`src/rtl/seq_param_alu_if.sv`:
```
// seq_param_alu_if: operand/result handshake bundle for seq_param_alu.
//   in_valid/in_ready : operation handshake (op, a, b qualified by in_valid)
//   out_valid/out_ready : result handshake (result, eq, gt, lt, err)
//   master modport : operand source / result consumer side
//   slave modport  : ALU side
interface seq_param_alu_if #(
  parameter int unsigned WIDTH = 8
);
  logic                 in_valid;
  logic                 in_ready;
  logic [2:0]           op;
  logic [WIDTH-1:0]     a;
  logic [WIDTH-1:0]     b;
  logic                 out_valid;
  logic                 out_ready;
  logic [2*WIDTH-1:0]   result;
  logic                 eq;
  logic                 gt;
  logic                 lt;
  logic                 err;

  modport master (
    output in_valid, op, a, b, out_ready,
    input  in_ready, out_valid, result, eq, gt, lt, err
  );

  modport slave (
    input  in_valid, op, a, b, out_ready,
    output in_ready, out_valid, result, eq, gt, lt, err
  );
endinterface

```
`src/rtl/seq_param_alu.sv`:
```
// seq_param_alu: clocked WIDTH-bit ALU with valid/ready handshakes.
//   clk   : rising-edge clock
//   rst_n : asynchronous active-low reset
//   bus   : seq_param_alu_if slave modport
//           op 000 ADD, 001 SUB, 010 CMP, 011 AND, 100 OR, 101 XOR,
//              110 MUL (shift-add, WIDTH+1 busy cycles), 111 reserved (err=1)
//           result is zero-extended to 2*WIDTH; eq/gt/lt valid for CMP only.
module seq_param_alu #(
  parameter int unsigned WIDTH = 8
) (
  input  logic             clk,
  input  logic             rst_n,
  seq_param_alu_if.slave   bus
);
  localparam int unsigned CNT_W = $clog2(WIDTH) + 1;
  localparam logic [CNT_W-1:0] CNT_DONE = CNT_W'(WIDTH);

  typedef enum logic [1:0] {
    IDLE = 2'd0,
    BUSY = 2'd1,
    DONE = 2'd2
  } state_e;

  typedef enum logic [2:0] {
    OP_ADD = 3'b000,
    OP_SUB = 3'b001,
    OP_CMP = 3'b010,
    OP_AND = 3'b011,
    OP_OR  = 3'b100,
    OP_XOR = 3'b101,
    OP_MUL = 3'b110,
    OP_RSV = 3'b111
  } op_e;

  state_e               state_q, state_d;
  op_e                  op_in;
  logic                 in_ready_c;
  logic                 out_valid_c;
  logic                 accept;

  logic [2*WIDTH-1:0]   mcand_q;
  logic [WIDTH-1:0]     mplier_q;
  logic [2*WIDTH-1:0]   acc_q;
  logic [CNT_W-1:0]     cnt_q;

  logic [2*WIDTH-1:0]   result_q;
  logic                 eq_q, gt_q, lt_q, err_q;

  logic [2*WIDTH-1:0]   res_c;
  logic                 eq_c, gt_c, lt_c, err_c;

  assign op_in  = op_e'(bus.op);
  assign accept = bus.in_valid && in_ready_c;

  always_ff @(posedge clk or negedge rst_n) begin
    if (!rst_n) state_q <= IDLE;
    else        state_q <= state_d;
  end

  always_comb begin
    state_d     = state_q;
    in_ready_c  = 1'b0;
    out_valid_c = 1'b0;
    case (state_q)
      IDLE: begin
        in_ready_c = 1'b1;
        if (bus.in_valid) state_d = (op_in == OP_MUL) ? BUSY : DONE;
      end
      BUSY: begin
        if (cnt_q == CNT_DONE) state_d = DONE;
      end
      DONE: begin
        out_valid_c = 1'b1;
        if (bus.out_ready) begin
          in_ready_c = 1'b1;
          if (bus.in_valid) state_d = (op_in == OP_MUL) ? BUSY : DONE;
          else              state_d = IDLE;
        end
      end
      default: state_d = IDLE;
    endcase
  end

  // Single-cycle result, computed from the live inputs and registered on accept.
  always_comb begin
    res_c = '0;
    eq_c  = 1'b0;
    gt_c  = 1'b0;
    lt_c  = 1'b0;
    err_c = 1'b0;
    case (op_in)
      OP_ADD: res_c[WIDTH:0] = {1'b0, bus.a} + {1'b0, bus.b};
      // Carry out of a + ~b + 1 is the no-borrow flag (a >= b).
      OP_SUB: res_c[WIDTH:0] = {1'b0, bus.a} + {1'b0, ~bus.b} + (WIDTH+1)'(1);
      OP_CMP: begin
        eq_c = (bus.a == bus.b);
        gt_c = (bus.a >  bus.b);
        lt_c = (bus.a <  bus.b);
      end
      OP_AND: res_c[WIDTH-1:0] = bus.a & bus.b;
      OP_OR:  res_c[WIDTH-1:0] = bus.a | bus.b;
      OP_XOR: res_c[WIDTH-1:0] = bus.a ^ bus.b;
      OP_RSV: err_c = 1'b1;
      default: res_c = '0;
    endcase
  end

  always_ff @(posedge clk or negedge rst_n) begin
    if (!rst_n) begin
      mcand_q  <= '0;
      mplier_q <= '0;
      acc_q    <= '0;
      cnt_q    <= '0;
      result_q <= '0;
      eq_q     <= 1'b0;
      gt_q     <= 1'b0;
      lt_q     <= 1'b0;
      err_q    <= 1'b0;
    end else if (accept) begin
      if (op_in == OP_MUL) begin
        acc_q    <= '0;
        mcand_q  <= (2*WIDTH)'(bus.a);
        mplier_q <= bus.b;
        cnt_q    <= '0;
      end else begin
        result_q <= res_c;
        eq_q     <= eq_c;
        gt_q     <= gt_c;
        lt_q     <= lt_c;
        err_q    <= err_c;
      end
    end else if (state_q == BUSY) begin
      // WIDTH iterations, then one extra cycle to move the accumulator out.
      if (cnt_q == CNT_DONE) begin
        result_q <= acc_q;
        eq_q     <= 1'b0;
        gt_q     <= 1'b0;
        lt_q     <= 1'b0;
        err_q    <= 1'b0;
      end else begin
        if (mplier_q[0]) acc_q <= acc_q + mcand_q;
        mcand_q  <= mcand_q << 1;
        mplier_q <= mplier_q >> 1;
        cnt_q    <= cnt_q + CNT_W'(1);
      end
    end
  end

  assign bus.in_ready  = in_ready_c;
  assign bus.out_valid = out_valid_c;
  assign bus.result    = result_q;
  assign bus.eq        = eq_q;
  assign bus.gt        = gt_q;
  assign bus.lt        = lt_q;
  assign bus.err       = err_q;
endmodule
```
`src/flat_wrapper.sv`:
```
// flat-port wrapper written by rule: the top's interface ports become plain ports
module seq_param_alu_flat 
#(
  parameter int unsigned WIDTH = 8
)
  (clk, rst_n, bus_in_valid, bus_op, bus_a, bus_b, bus_out_ready, bus_in_ready, bus_out_valid, bus_result, bus_eq, bus_gt, bus_lt, bus_err);
  seq_param_alu_if #(.WIDTH(WIDTH)) bus_i ();
  input  logic clk;
  input  logic rst_n;
  input wire logic [$bits(bus_i.in_valid)-1:0] bus_in_valid;
  input wire logic [$bits(bus_i.op)-1:0] bus_op;
  input wire logic [$bits(bus_i.a)-1:0] bus_a;
  input wire logic [$bits(bus_i.b)-1:0] bus_b;
  input wire logic [$bits(bus_i.out_ready)-1:0] bus_out_ready;
  output wire logic [$bits(bus_i.in_ready)-1:0] bus_in_ready;
  output wire logic [$bits(bus_i.out_valid)-1:0] bus_out_valid;
  output wire logic [$bits(bus_i.result)-1:0] bus_result;
  output wire logic [$bits(bus_i.eq)-1:0] bus_eq;
  output wire logic [$bits(bus_i.gt)-1:0] bus_gt;
  output wire logic [$bits(bus_i.lt)-1:0] bus_lt;
  output wire logic [$bits(bus_i.err)-1:0] bus_err;
  assign bus_i.in_valid = bus_in_valid;
  assign bus_i.op = bus_op;
  assign bus_i.a = bus_a;
  assign bus_i.b = bus_b;
  assign bus_i.out_ready = bus_out_ready;
  assign bus_in_ready = bus_i.in_ready;
  assign bus_out_valid = bus_i.out_valid;
  assign bus_result = bus_i.result;
  assign bus_eq = bus_i.eq;
  assign bus_gt = bus_i.gt;
  assign bus_lt = bus_i.lt;
  assign bus_err = bus_i.err;
  seq_param_alu #(.WIDTH(WIDTH)) u_core (.clk(clk), .rst_n(rst_n), .bus(bus_i));
endmodule
```
`config.mk`:
```
export PLATFORM = sky130hd
export DESIGN_NAME = seq_param_alu_flat
export DESIGN_NICKNAME = d
export VERILOG_FILES = /design/src/rtl/seq_param_alu_if.sv /design/src/rtl/seq_param_alu.sv /design/src/flat_wrapper.sv
export SDC_FILE = /design/constraint.sdc
export NUM_CORES = 1
export LEC_CHECK = 0
export BUFFER_PORTS_ARGS = -buffer_cell sky130_fd_sc_hd__buf_2
export CORE_ASPECT_RATIO = 1.2
export CORE_MARGIN = 2
export CORE_UTILIZATION = 57
export CTS_BUF_LIST = sky130_fd_sc_hd__clkbuf_4 sky130_fd_sc_hd__clkbuf_8
export CTS_CLUSTER_DIAMETER = 80
export DETAILED_ROUTE_END_ITERATION = 12
export PLACE_DENSITY = 0.83
export SLEW_MARGIN = 40
export SYNTH_ARGS = -nofsm -noshare
export SYNTH_HDL_FRONTEND = slang
export SYNTH_SLANG_ARGS = --single-unit
export TNS_END_PERCENT = 100
```
`constraint.sdc`:
```
create_clock -name clk -period 2.7 [get_ports clk]
set_input_delay 0.405 -clock clk [delete_from_list [all_inputs] [get_ports clk]]
set_output_delay 0.405 -clock clk [all_outputs]
set_load 0.01 [all_outputs]
```
==> metrics.txt, run 1 <==
total die area ~8900 um2; violation count after the first detailed-routing iteration 279; power density normalized to cell area 834 nW/um2; height of the chip around 100 um; maximum frequency from static timing analysis around 0.40 GHz; count of port buffers added during placement between 40 and 50; Post-CTS Hold Fix Bufs 0; async set or reset register ratio after synthesis between 90% and 100%; RSZ-0062 raised after global routing false; first-pass GRT wire length around 20 mm; average detailed-routed wire length per instance around 17 um; register clock-pin slew on the reported worst setup and hold paths 0.07 ns; total leakage power between 2 and 2.5 nW; worst hold path class input pin to asynchronous set/reset pin; switching pwr ~0.0018 W; leading post-synthesis cells by instance count sky130_fd_sc_hd__nand2_1 (77), sky130_fd_sc_hd__dfrtp_1 (66), sky130_fd_sc_hd__o21ai_0 (46), sky130_fd_sc_hd__nor2_1 (45), sky130_fd_sc_hd__ha_1 (42); post-CTS setup buffer count 0; Cell Chain, Critical Path ha_1 -> inv_1 -> fa_1 -> nor2b_1 -> o2111ai_1 -> a31oi_1 -> a2111o_1 -> a21oi_2 -> mux2i_1 -> o211ai_1; synthesized flop and latch total between 60 and 70; combinational cell fraction of total power around 45%; category of the most critical setup path flip-flop to flip-flop; Post-Synthesis Cells between 500 and 600; number of buffers created by CTS 9; Main synth FF type sky130_fd_sc_hd__dfrtp_1; Synth area leaders sky130_fd_sc_hd__dfrtp_1 (35%), sky130_fd_sc_hd__ha_1 (11%), sky130_fd_sc_hd__nand2_1 (6.2%); average via count per standard cell 6.09; number of endpoints with negative hold slack in the final report 0; Worst Skew about 0.0079 ns; status complete, no violations; clock sink count 66; share of synthesized area occupied by flip-flops and latches a little over a third; relative contribution of the clock network to total power about 16%; delay of the slowest cell on the worst path about 0.43 ns; Worst path top cell family by delay compound AO/OA/AOI/OAI gates; internal power roughly 0.0025 W; number of vias in the routed layout ~4300; latest clock arrival within the worst-skew pair 0.34 ns; number of antenna violations at the first check in global routing 0; transition at the pin with the smallest max-transition slack roughly 0.6 ns; root cell of the clock tree sky130_fd_sc_hd__clkbuf_8; area share of the largest cell type after synthesis between 30% and 40%; slowest CP cell sky130_fd_sc_hd__a2111o_1; post-synthesis average cell area 8.34 um2; remaining design rule violation count 0; Site Rows 36; maximum level of the CTS H-tree 3; fin crit share between 90% and 100%; Final TNS setup 0 ns; data required time of the critical path 2.90 ns; number of gates given a new drive strength after cts 0; total overflow reported by the global router 0; arrival time of the worst setup path between 2 and 3 ns; placer congestion estimate around 0.93; startpoint of the worst setup timing path u_core.acc_q[0]; Synthesized Nets 627; initial cell density of the core 58.2%; GR Util All Layers 28.4%; layout overhead on the synthesized area 10.7%; nets 668; Synthesis Warnings 0; layout cell share with drive strength beyond 1 14.6%; HPWL after detailed placement approximately 9.4 mm; number of global-route vias before repair between 4000 and 5000; Boundary Pins 45; maximum number of pins on one net before global-route repair 28; Max-Slew Margin vs Limit between 50% and 60%; cell type with the largest total area after synthesis sky130_fd_sc_hd__dfrtp_1; WL final roughly 12 mm; startpoint class of the critical path flip-flop; area of the core region approximately 8000 um2; antenna violation net count after detailed routing 0; diodes inserted 0; Post-Syn Area roughly 4700 um2; Design Power about 0.0043 W; CTS tree built; largest fanout on the critical path 3; max-slew violation count 0; number of failing setup endpoints in the final timing report 0; buffers and inverters on the worst path 1; Critical R2R Launch u_core.acc_q[0]; most used standard cell by instance count after synthesis sky130_fd_sc_hd__nand2_1; CTS max path bufs 2; Post-synth EDFFs 0; minimum clock period approximately 2.5 ns; sw frac 41.9%; maximum capacitance violations 0; worst IR drop on VDD around 0.53 mV; power share of the sequential group 38.8%; Initial DRT Pass Iterations 5; Netlist cell types slightly below 60; horizontal die dimension just under 90 um; CP endpoint kind flip-flop
## worst paths after layout
check | to | slack [ns] | cells after the start
setup reg to reg | u_core.acc_q[14] | 0.18 | 10
min in group clk | u_core.mplier_q[4] | 0.36 | 3
hold / removal | u_core.bus.eq | 0.07 | 1
setup / recovery | u_core.acc_q[14] | 0.18 | 10
max in group asynchronous | u_core.mplier_q[4] | 1.86 | 2
hold reg to reg | u_core.bus.gt | 0.48 | 2
## metal layers
metal | GRT usage, % | share of wire (%)
met1 | 36.3 | 42
met3 | 4.16 | 5.4
met4 | 8.41 | 1.3
met5 | 0 | 0
met2 | 49.9 | 51
## state kept, by name, indices dropped and copies added, names as in the netlist
register and count:
u_core.mcand_q 16, u_core.bus.result 16, u_core.bus.lt 1, u_core.mplier_q 8, u_core.bus.gt 1, u_core.bus.err 1, u_core.acc_q 16, u_core.bus.eq 1
u_core.state_q 2, u_core.cnt_q 4
## logic make-up after synthesis
family,synth area share [%]
AND/OR/NAND/NOR,21.0
AO/OA/AOI/OAI,21.8
flip-flops,35.4
buffers and inverters,5.31
adder cells (fa/ha/maj),12.6
XOR/XNOR,3.00
multiplexers,0.912
## cell usage in the layout, fill, tap and decap left out, drive strengths merged, types with 3 or more instances in the layout
| master | instances |
|---|---|
| nand4 | 6 |
| and2 | 4 |
| nand2 | 77 |
| o211ai | 5 |
| nand2b | 11 |
| clkbuf | 11 |
| nor2 | 45 |
| nand3 | 22 |
| ha | 42 |
| a22o | 7 |
| a211oi | 8 |
| o21ba | 3 |
| fa | 3 |
| and3 | 7 |
| o22ai | 3 |
| o21a | 4 |
| buf | 58 |
| a21oi | 25 |
| dfrtp | 66 |
| a21o | 4 |
| a2111oi | 3 |
| xnor2 | 5 |
| clkinv | 4 |
| a221oi | 4 |
| nor3 | 15 |
| o21ai | 56 |
| a31oi | 17 |
| nor2b | 12 |
| inv | 34 |
| o311ai | 3 |
| xor2 | 11 |
## stage by stage
| step | instances | hold WS (ns) | worst slack [ns] | instance area (um2) | util [%] |
|---|---|---|---|---|---|
| 6_report | 699 | 0.0677 | 0.180 | 5160 | 64.4 |
| 5_1_grt | 699 | 0.105 | 0.0298 | 5160 | 64.4 |
| 4_1_cts | 699 | 0.0794 | 0.195 | 5160 | 64.4 |
| 3_5_place_dp | 684 | 0.445 | 0.220 | 5010 | 62.4 |
| 3_3_place_gp | 684 | 0.437 | 0.240 | 5010 | 62.4 |
| 2_1_floorplan | 559 | 0.109 | 0.481 | 4660 | - |
## final cells by class
| type | count | area, um2 |
|---|---|---|
| inverter | 34 | 128 |
| multi-input combinational | 431 | 2770 |
| clock inverter | 4 | 20.0 |
| timing repair buffer | 58 | 338 |
| tap | 95 | 119 |
| clock buffer | 11 | 139 |
| fill | 704 | 2850 |
| sequential | 66 | 1650 |
## power by group through the flow
stage | registers [W] | clock network [W] | logic, W
6_report | 0.00167 | 0.000708 | 0.00193
5_1_grt | 0.00170 | 0.000758 | 0.00217
4_1_cts | 0.00166 | 0.000716 | 0.00192
3_5_place_dp | 0.00168 | 0 | 0.00191
3_3_place_gp | 0.00165 | 0 | 0.00184
2_1_floorplan | 0.00158 | 0 | 0.00144
No activity file was read; power rests on OpenSTA's default activity.
==> run 2: changes to the inputs <==
Settings changed: PLACE_DENSITY 0.83 to 0.77.
==> metrics.txt, run 2 (synthesis gave the netlist of run 1 again) <==
Multi-input gate area 2790 um2 (+0.54%); maximum level of the CTS H-tree 3 (unchanged); final-layout worst hold slack -0.00465 ns (-0.0723 ns); number of failing setup endpoints in the final timing report 0 (unchanged); Final TNS setup 0 ns (unchanged); design area 5260 um2 (+1.9%); crit path capture u_core.acc_q[14]; maximum capacitance violations 0 (unchanged); nets 668 (unchanged); initial cell density of the core 58.2% (unchanged); most common library cell in the layout ignoring fill and taps sky130_fd_sc_hd__nand2_1; number of buffers created by CTS 9 (unchanged); power density normalized to cell area 877 nW/um2 (+5.1%); commonest cells after routing, fill and taps aside sky130_fd_sc_hd__nand2_1 (77), sky130_fd_sc_hd__dfrtp_1 (66), sky130_fd_sc_hd__o21ai_0 (46); total overflow reported by the global router 0 (unchanged); startpoint class of the critical path flip-flop; CP endpoint kind flip-flop; clock sink count 66 (unchanged); GR Util All Layers 28.6% (+0.22 points); remaining design rule violation count 0 (unchanged); layout cell share with drive strength beyond 1 15.2% (+0.64 points); largest fanout on the critical path 3 (unchanged); layout overhead on the synthesized area 12.8%; latest clock arrival within the worst-skew pair 0.36 ns (+0.02 ns); WL final 12.1 mm (-0.98%); first-pass GRT wire length 20.0 mm (+1.4%); average detailed-routed wire length per instance 17.2 um (-1.1%); register cell area after layout 1650 um2 (unchanged); transition at the pin with the smallest max-transition slack 0.572 ns (-0.0307 ns); diodes inserted 0 (unchanged); root cell of the clock tree sky130_fd_sc_hd__clkbuf_8; register clock-pin slew on the reported worst setup and hold paths 0.08 ns (about the same); total leakage power 2.50 nW (+1.3%); total die area 8930 um2 (unchanged); count of port buffers added during placement 44 (unchanged); placer congestion estimate 0.919 (-1.3%); number of antenna violations at the first check in global routing 0 (unchanged); CTS tree built; Register-to-Register Path Depth 10 (unchanged); number of vias in the routed layout 4274 (+0.47%); CTS max path bufs 2 (unchanged); antenna violation net count after detailed routing 0 (unchanged); Worst Skew 0.00998 ns (+0.00206 ns); fin crit share 92.1% (-1.3 points); cell area after placement 5010 um2 (unchanged); HPWL after detailed placement 9.16 mm (-2.2%); Cells after DPL 684 (unchanged); RSZ-0062 raised after global routing false; number of global-route vias before repair 4223 (+5.4%); violated checks hold timing; Design Power 0.00461 W (+7.1%); capturing point of the worst reg2reg path u_core.acc_q[14]; minimum clock period 2.49 ns (-0.0339 ns); area of the core region 8020 um2 (unchanged); register-to-register setup slack 0.21 ns (+0.03 ns); average via count per standard cell 6.11 (+0.33%); horizontal die dimension 86.6 um (unchanged); maximum frequency from static timing analysis 0.402 GHz (+1.4%); startpoint of the worst setup timing path u_core.acc_q[0]; Max-Slew Margin vs Limit 61.5% (+1.7 points); layout filler cell count 702 (-0.28%); final cell count without fillers 700 (+0.14%); worst IR drop on VDD 0.345 mV (-35%); max-slew violation count 0 (unchanged); data required time of the critical path 2.93 ns (+0.03 ns); Boundary Pins 45 (unchanged); number of endpoints with negative hold slack in the final report 7 (+7); height of the chip 103 um (unchanged); maximum number of pins on one net before global-route repair 35 (+25%); violation count after the first detailed-routing iteration 216 (-23%); Site Rows 36 (unchanged); arrival time of the worst setup path 2.71 ns (about the same); status complete, but fails checks; category of the most critical setup path flip-flop to flip-flop; Critical R2R Launch u_core.acc_q[0]; Post-CTS Hold Fix Bufs 0 (unchanged); worst hold path class input pin to asynchronous set/reset pin; Initial DRT Pass Iterations 5 (unchanged)
[run 2: cell types whose count changed in the layout (fill, tap and decap cells not counted), sizes merged]
| cell | previous run | this run |
|---|---|---|
| bufinv | 0 | 2 |
| clkinvlp | 0 | 1 |
| clkbuf | 11 | 12 |
| clkinv | 4 | 1 |
[run 2: area by class of cell]
cell class / count / area share (%)
Tap cell: 95 / 2.26
Inverter: 34 / 2.43
Timing Repair Buffer: 58 / 6.47
Clock inverter: 4 / 1.38
Multi-Input combinational cell: 431 / 52.9
Sequential cell: 66 / 31.4
Clock buffer: 12 / 3.14
[run 2: report_power, final]
part           internal (W)  switching (W)  leakage (nW)
clock network      0.000594       0.000386         0.119
logic              0.000832        0.00115          1.53
registers           0.00134       0.000318         0.844
[run 2: repair_timing]
action                     in CTS  in global routing
resized for setup               0                  3
setup endpoints to repair       0                  2
setup buffers                   0                  0
[run 2: worst min-delay path by stage]
| stage | end | cells after the start | from |
|---|---|---|---|
| after detailed placement | u_core.bus.gt | 2 | u_core.bus.gt |
| after floorplan | u_core.acc_q[0] | 0 | rst_n |
| final | u_core.bus.result[11] | 1 | rst_n |
| after CTS | u_core.bus.result[11] | 1 | rst_n |
| after global routing | u_core.acc_q[8] | 1 | rst_n |
| after global placement | u_core.bus.gt | 2 | u_core.bus.gt |
[run 2: routing by layer]
layer	part of all wire, %	global-route usage (%)
met1	41	33.5
met2	51	51.2
met3	3.9	4.00
met4	3.5	14.1
met5	0	0
[run 2: critical path, stage by stage, from the launching register on]
cell,delay [ns]
sky130_fd_sc_hd__dfrtp_1,0.40
sky130_fd_sc_hd__ha_1,0.24
sky130_fd_sc_hd__inv_1,0.08
sky130_fd_sc_hd__fa_1,0.22
sky130_fd_sc_hd__nor2b_1,0.08
sky130_fd_sc_hd__o2111ai_2,0.22
sky130_fd_sc_hd__a31oi_2,0.17
sky130_fd_sc_hd__a2111o_1,0.42
sky130_fd_sc_hd__a21oi_2,0.16
sky130_fd_sc_hd__mux2i_1,0.25
sky130_fd_sc_hd__o211ai_1,0.12
[run 2: through the flow]
stage | setup slack, ns | util [%]
after floorplan | 0.481 | -
after global placement | 0.122 | 62.4
after detailed placement | 0.123 | 62.4
after CTS | 0.172 | 65.4
after global routing | 0.0850 | 65.6
final | 0.214 | 65.6
